### config.mk
export PLATFORM = sky130hd
export DESIGN_NAME = hazard_unit
export DESIGN_NICKNAME = d
export VERILOG_FILES = /design/src/rtl/hazard_unit.sv
export SDC_FILE = /design/constraint.sdc
export NUM_CORES = 1
export LEC_CHECK = 0
export CAP_MARGIN = 20
export CORE_MARGIN = 3
export CORE_UTILIZATION = 35
export CTS_CLUSTER_DIAMETER = 50
export DETAILED_ROUTE_END_ITERATION = 12
export SETUP_SLACK_MARGIN = 0.4
export SLEW_MARGIN = 20
export SYNTH_ARGS = -nofsm -noshare
export SYNTH_HDL_FRONTEND = slang
export SYNTH_SLANG_ARGS = --single-unit
### constraint.sdc
create_clock -name clk -period 2.4 [get_ports clk]
set_input_delay 0.48 -clock clk [delete_from_list [all_inputs] [get_ports clk]]
set_output_delay 0.48 -clock clk [all_outputs]
set_load 0.01 [all_outputs]
### src/rtl/hazard_unit.sv
`default_nettype none
// ============================================================================
//  Module   : hazard_unit
//  Purpose  : Scoreboard-based RAW hazard detection for an in-order pipeline.
//             Tracks destination registers of instructions in E..W, raises a
//             same-cycle decode stall when a source is not yet available, and
//             registers per-operand forward selects aligned with stage E.
//  Revision : 1.0 - initial release
// ============================================================================
module hazard_unit #(
   parameter  int NUM_STAGES = 3,
   parameter  int REG_AW     = 5,
   parameter  int CNT_W      = 32,
   localparam int SW         = $clog2(NUM_STAGES + 1)
) (
   input  logic              clk,
   input  logic              reset,
   input  logic              valid_D,
   input  logic [REG_AW-1:0] rs1_addr_D,
   input  logic [REG_AW-1:0] rs2_addr_D,
   input  logic              rs1_used_D,
   input  logic              rs2_used_D,
   input  logic [REG_AW-1:0] rd_addr_D,
   input  logic              rd_wen_D,
   input  logic [SW-1:0]     rdy_stg_D,
   input  logic              stall_ext,
   input  logic              flush,
   output logic              stall_D,
   output logic [SW-1:0]     fwd_rs1_E,
   output logic [SW-1:0]     fwd_rs2_E,
   output logic [CNT_W-1:0]  stall_cnt
);

   localparam logic [SW-1:0] RDY_MIN = SW'(2);
   localparam logic [SW-1:0] RDY_MAX = SW'(NUM_STAGES);

   // Scoreboard: entry k describes the instruction currently in stage k.
   logic              sb_vld_q [1:NUM_STAGES];
   logic [REG_AW-1:0] sb_rd_q  [1:NUM_STAGES];
   logic [SW-1:0]     sb_rdy_q [1:NUM_STAGES];

   logic [SW-1:0]     fwd_rs1_q, fwd_rs1_d;
   logic [SW-1:0]     fwd_rs2_q, fwd_rs2_d;
   logic [CNT_W-1:0]  stall_cnt_q;

   logic              new_vld;
   logic [SW-1:0]     new_rdy;
   logic              issue;
   logic              hz1, hz2;
   logic [SW-1:0]     sel1, sel2;

   // Youngest-match lookup: returns {hazard, forward_select}. The scan runs
   // oldest to youngest so the youngest matching stage overwrites the result.
   // The oldest stage is skipped: the register file writes before it reads.
   function automatic logic [SW:0] lookup(input logic used,
                                          input logic [REG_AW-1:0] addr);
      logic [SW:0] res;
      res = '0;
      for (int k = NUM_STAGES - 1; k >= 1; k--) begin
         if (used && sb_vld_q[k] && (sb_rd_q[k] == addr)) begin
            if (SW'(k + 1) < sb_rdy_q[k]) begin
               res = {1'b1, {SW{1'b0}}};
            end else begin
               res = {1'b0, SW'(k + 1)};
            end
         end
      end
      return res;
   endfunction

   // New entry fields: x0 never tracked, ready stage clamped to [2, NUM_STAGES].
   always_comb begin
      new_vld = valid_D & rd_wen_D & (rd_addr_D != '0);
      new_rdy = rdy_stg_D;
      if (rdy_stg_D < RDY_MIN) begin
         new_rdy = RDY_MIN;
      end else if (rdy_stg_D > RDY_MAX) begin
         new_rdy = RDY_MAX;
      end
   end

   // Operand lookups, stall decision and next forward selects.
   always_comb begin
      {hz1, sel1} = lookup(rs1_used_D, rs1_addr_D);
      {hz2, sel2} = lookup(rs2_used_D, rs2_addr_D);
      stall_D     = valid_D & ~flush & (hz1 | hz2);
      issue       = valid_D & ~stall_D & ~flush;
      fwd_rs1_d   = issue ? sel1 : '0;
      fwd_rs2_d   = issue ? sel2 : '0;
   end

   // Scoreboard shift, forward-select registers and saturating stall counter.
   always_ff @(posedge clk) begin
      if (reset) begin
         for (int k = 1; k <= NUM_STAGES; k++) begin
            sb_vld_q[k] <= 1'b0;
            sb_rd_q[k]  <= '0;
            sb_rdy_q[k] <= RDY_MIN;
         end
         fwd_rs1_q   <= '0;
         fwd_rs2_q   <= '0;
         stall_cnt_q <= '0;
      end else if (!stall_ext) begin
         sb_vld_q[1] <= issue & new_vld;
         sb_rd_q[1]  <= rd_addr_D;
         sb_rdy_q[1] <= new_rdy;
         // A flush kills the instruction leaving E on its way into stage 2.
         for (int k = 2; k <= NUM_STAGES; k++) begin
            sb_vld_q[k] <= sb_vld_q[k-1] & ~(flush & (k == 2));
            sb_rd_q[k]  <= sb_rd_q[k-1];
            sb_rdy_q[k] <= sb_rdy_q[k-1];
         end
         fwd_rs1_q <= fwd_rs1_d;
         fwd_rs2_q <= fwd_rs2_d;
         if (stall_D && !(&stall_cnt_q)) begin
            stall_cnt_q <= stall_cnt_q + 1'b1;
         end
      end
   end

   assign fwd_rs1_E = fwd_rs1_q;
   assign fwd_rs2_E = fwd_rs2_q;
   assign stall_cnt = stall_cnt_q;

endmodule
`default_nettype wire
# Word-level counts from Yosys, hierarchy flattened
# Memories as Yosys holds them, arrays and structs flattened.
# Index checks and enable logic that the tools add are counted.
[op_classes]
add_sub_neg = 1
order_cmp = 4
n_eq_ne = 4
muxes = 24
bitwise = 21
n_reduce_logical = 13
[ops]
columns = ["operator", "n"]
rows = [
  ["adder 32 x 1 -> 32 bit (second input constant)", 1],
  ["AND reduction 32 bit", 1],
  ["== test 5 bit", 4],
  ["2-to-1 mux 3 bit", 6],
  ["2-to-1 mux 5 bit", 3],
  ["2-to-1 mux 2 bit", 7],
  ["bitwise OR 1 bit", 10],
  ["logical AND 1 bit", 9],
  ["AND 1 bit", 8],
  ["2-to-1 mux 1 bit", 8],
  ["nonzero test 5 bit", 1],
  ["< comparator 2 bit (first input constant)", 2],
  ["inverter 1 bit", 3],
  ["> comparator 2 bit (second input constant)", 1],
  ["< comparator 2 bit (second input constant)", 1],
  ["AND reduction 2 bit", 1],
  ["zero test 1 bit", 1],
]
[word_totals]
ff_bits = 36
mem_bits_rw = 24
in_bits = 25
out_inout_bits = 37
mem_count = 3
[mem_list]
columns = ["name", "words", "width", "read_ports", "rd_clocked_by_memory_dff", "write_ports", "line", "text"]
rows = [
  ["sb_rd_q", 3, 5, 2, 0, 3, "39", "logic [REG_AW-1:0] sb_rd_q [1:NUM_STAGES];"],
  ["sb_rdy_q", 3, 2, 2, 0, 3, "40", "logic [SW-1:0] sb_rdy_q [1:NUM_STAGES];"],
  ["sb_vld_q", 3, 1, 2, 0, 3, "38", "logic sb_vld_q [1:NUM_STAGES];"],
]

# Depth between registers and ports, before layout
[depth]
depth_word = 11
ltp_mapped = 8

# Worst setup path before layout
# Ideal clock, no wire load.
[synth_timing]
path_kind = "in2reg"
start = "in flush"
end = "reg stall_cnt_q[12], in the netlist stall_cnt[12]"
setup_time_ps = 121
t_arrival_ps = 2189
required_time_ps = 2279
path_slack_ps = 90
cell_stages = 6
n_path_buf = 1
cell_sequence = "nand4b_1 -> or4b_1 -> a2bb2oi_1 -> clkbuf_1 -> nor4_1 -> mux2_4"
[synth_between]
elab_chain_cells = 5
[synth_lines]
columns = ["item", "line", "text"]
rows = [
  ["start: declaration", "27", "input logic flush,"],
  ["inverter 1 bit", "86", "stall_D = valid_D & ~flush & (hz1 | hz2);"],
  ["AND 1 bit (2 in series)", "86", ""],
  ["logical AND 1 bit", "115", "if (stall_D && !(&stall_cnt_q)) begin"],
  ["AND reduction 2 bit (no source line)", "--", ""],
  ["end signal: assignment", "116", "stall_cnt_q <= stall_cnt_q + 1'b1;"],
  ["end: declaration", "44", "logic [CNT_W-1:0] stall_cnt_q;"],
]
# No other way between the ends.
# A chain may end at the register's enable or synchronous reset.

==> key figures <==
Critical path
  • CP Cell Sequence: xnor2_2 > or4b_4 > a2bb2oi_4 > clkbuf_16 > or4_4 > a21oi_2
  • Startpoint types: flop
  • Setup CP Type: flop to flop
  • Crit path max-delay cell type: or4_4
  • Worst path max stage delay: 0.50 ns
  • CP Data Required Time: 2.64 ns
  • Worst EP arrival: 2.50 ns
  • Crit path max fanout: 8
  • CP Capture Type: flop

Status
  • Outcome: complete, no violations

Worst hold path
  • Tightest Hold Check Type: flop to flop

Pwr
  • Tot Pwr: 1.571 mW
  • P_leak: 1.631 nW
  • VDD IR max: 0.1864 mV
  • Pwr per Cell Area: 333.8 mW/mm²

Routing
  • Post-DR wirelength/cell: 16.59 µm
  • Drt total wl: 8.527 mm
  • Drt pass-1 iters: 4
  • DRC viols: 0
  • Initial DRC count: 133
  • DR vias: 2,808
  • Final ANT Viol Nets: 0
  • Vias per std cell: 5.463

Timing
  • Slew Limit Fails: 0
  • RSZ-0062 raised after global routing: yes
  • Hold Worst Slack: 0.4801 ns
  • Fmax: 442.9 MHz
  • Skew final: 0.01732 ns
  • Setup-failing EPs final: 0
  • Setup TNS: 0 ns
  • Tmin final: 2.258 ns
  • Period utilisation layout: 94.08%
  • Slew at the pin closest to its max-slew limit: 0.5228 ns
  • Worst rel slew slack: 65.11%
  • Final hold viol count: 0
  • Final worst slack: 0.1422 ns

Yosys
  • Synth Flop Type: dfxtp_1
  • Seq/Total Area, Yosys: 40.82%
  • EDFF count, synth: 14
  • Syn_nets: 328
  • Flop and latch count out of synthesis: 50
  • Post-Syn Area: 0.002795 mm²
  • Post-synthesis cell type count: 51
  • Syn avg cell area: 9.256 µm²
  • Post-synthesis cell count: 302
  • Ys Warns: 0
  • Asr flop ratio synth: 0%

CTS
  • Clock root cell: clkbuf_8
  • Clk slew on worst S/H paths: 0.09 ns
  • Clk buf depth: 2
  • H-tree depth: 2
  • Latest clock arrival within the worst-skew pair: 0.31 ns
  • CTS Sinks: 50
  • Num CTS Buffers: 5
  • CTS tree: built

Place
  • Port Buffers: 61
  • Pre-CTS WS: -0.4636 ns
  • Placed cell area: 0.003931 mm²
  • Gpl congestion: 0.8311
  • Placed Cells: 482
  • HPWL after detailed placement: 5.469 mm

Finish
  • Finished Cell Area: 0.004707 mm²
  • Fraction of layout cells with a size suffix above 1: 37.59%
  • Finished Layout Cells: 514
  • N_diodes: 0
  • Util after Layout: 62.88%
  • Fin nets: 440
  • Area grow syn2layout: 68.40%

GRT
  • First-pass GRT wire length: 13.09 mm
  • Vias in the first global route: 2,621
  • Initial antenna violation count: 0
  • Gr usage total: 18.25%
  • Total global routing overflow: 0
  • Largest net degree at the start of global routing: 44

Die
  • Row count: 31
  • Ports: 62
  • Core Box Area: 0.007486 mm²
  • Starting Density: 37.34%
  • Die width: 95.37 µm
  • Die height: 95.37 µm
  • DIE AREA: 0.009094 mm²

Run
  • Max Cap Viol: 0
-- placed cells by master, fill, tap and decap left out, drive strengths merged, types with 6 or more instances in the layout --
cell type,Yosys,layout
dlygate4sd2,0,9
or4,21,21
clkbuf,13,9
and2,10,10
dfxtp,36,36
o31ai,19,19
inv,9,9
nand4,10,10
clkdlybuf4s50,0,46
nor4,12,12
nor2b,14,14
xnor2,11,11
edfxtp,14,14
xor2,6,6
a21oi,21,21
nand2,17,17
mux2,11,11
nor2,19,19
buf,4,59
nand3,12,12
-- layout make-up --
| type | count | area [µm²] |
|---|---|---|
| fill | 587 | 2779 |
| multi-input combinational | 226 | 2042 |
| timing repair buffer | 122 | 1251 |
| sequential | 50 | 1170 |
| tap | 99 | 123.9 |
| clock buffer | 6 | 72.57 |
| inverter | 9 | 33.78 |
| clock inverter | 2 | 13.76 |
-- metal layers --
metal	track usage, %	share of wire (%)
met5	0	0
met4	4.447	1.1
met3	3.078	5.0
met1	26.45	47
met2	28.16	47
-- cell usage after synthesis (5+ instances only) --
cell / count / area [µm²]
and2_1: 10 / 62.56
nand3_1: 12 / 60.06
inv_1: 9 / 33.78
nor2b_1: 14 / 87.58
nor2_1: 19 / 71.32
xnor2_1: 11 / 96.34
nand4_1: 9 / 56.30
mux2_1: 6 / 67.56
nand2_1: 17 / 63.81
or4_1: 21 / 157.7
edfxtp_1: 14 / 420.4
clkbuf_1: 13 / 48.80
nor4_1: 11 / 68.82
a21oi_1: 21 / 105.1
xor2_1: 6 / 52.55
mux2_4: 5 / 75.07
o31ai_1: 19 / 142.6
dfxtp_1: 36 / 720.7
-- worst paths after layout --
| check | from | end | slack (ns) | cells after the start |
|---|---|---|---|---|
| setup / recovery | sb_rd_q[1][0] | stall_cnt[17] | 0.14 | 6 |
| hold / removal | fwd_rs1_E[1] | fwd_rs1_E[1] | 0.48 | 1 |
| setup reg to reg | sb_rd_q[1][0] | stall_cnt[17] | 0.14 | 6 |
| hold reg to reg | fwd_rs1_E[1] | fwd_rs1_E[1] | 0.48 | 1 |
-- critical path, delay by kind of cell (launching register included) --
kind                      cells  cell delay [ns]
AOI/OAI and AO/OA             2             0.38
DFF                           1             0.46
and+or+nand+nor               2             0.99
xor gates and xnor gates      1             0.17
buffers and inverters         1             0.19
-- cell families (layout without fill, tap and decap cells) --
group                    count (synthesis)  count (layout)  synth area share (%)
multiplexers                            11              11                 5.103
AND/OR/NAND/NOR                        140             140                 30.57
adder cells (fa/ha/maj)                  1               1                0.4476
XOR/XNOR                                17              17                 5.327
flip-flops                              50              50                 40.82
other                                    1               1                0.1342
AO/OA/AOI/OAI                           56              56                 13.52
buffers and inverters                   26             139                 4.073
-- flip-flops by register name, indices dropped and copies added, names as in the netlist --
name	flops
sb_rdy_q	2
stall_cnt	32
fwd_rs2_E	2
fwd_rs1_E	2
sb_vld_q	2
sb_rd_q	10
-- power breakdown --
part / internal, mW / switching [mW] / total [mW]
combinational: 0.0990 / 0.0748 / 0.174
sequential: 0.880 / 0.0211 / 0.901
clock: 0.206 / 0.291 / 0.496
-- timing repair --
item                                    CTS  global route
buffers inserted                         10             8
endpoints found under the setup margin   38            38
hold buffers                              0             0
gates cloned                              3             3
gates resized for setup                  42            72
pin swaps                                27            45
(Power assumes the default switching activity.)
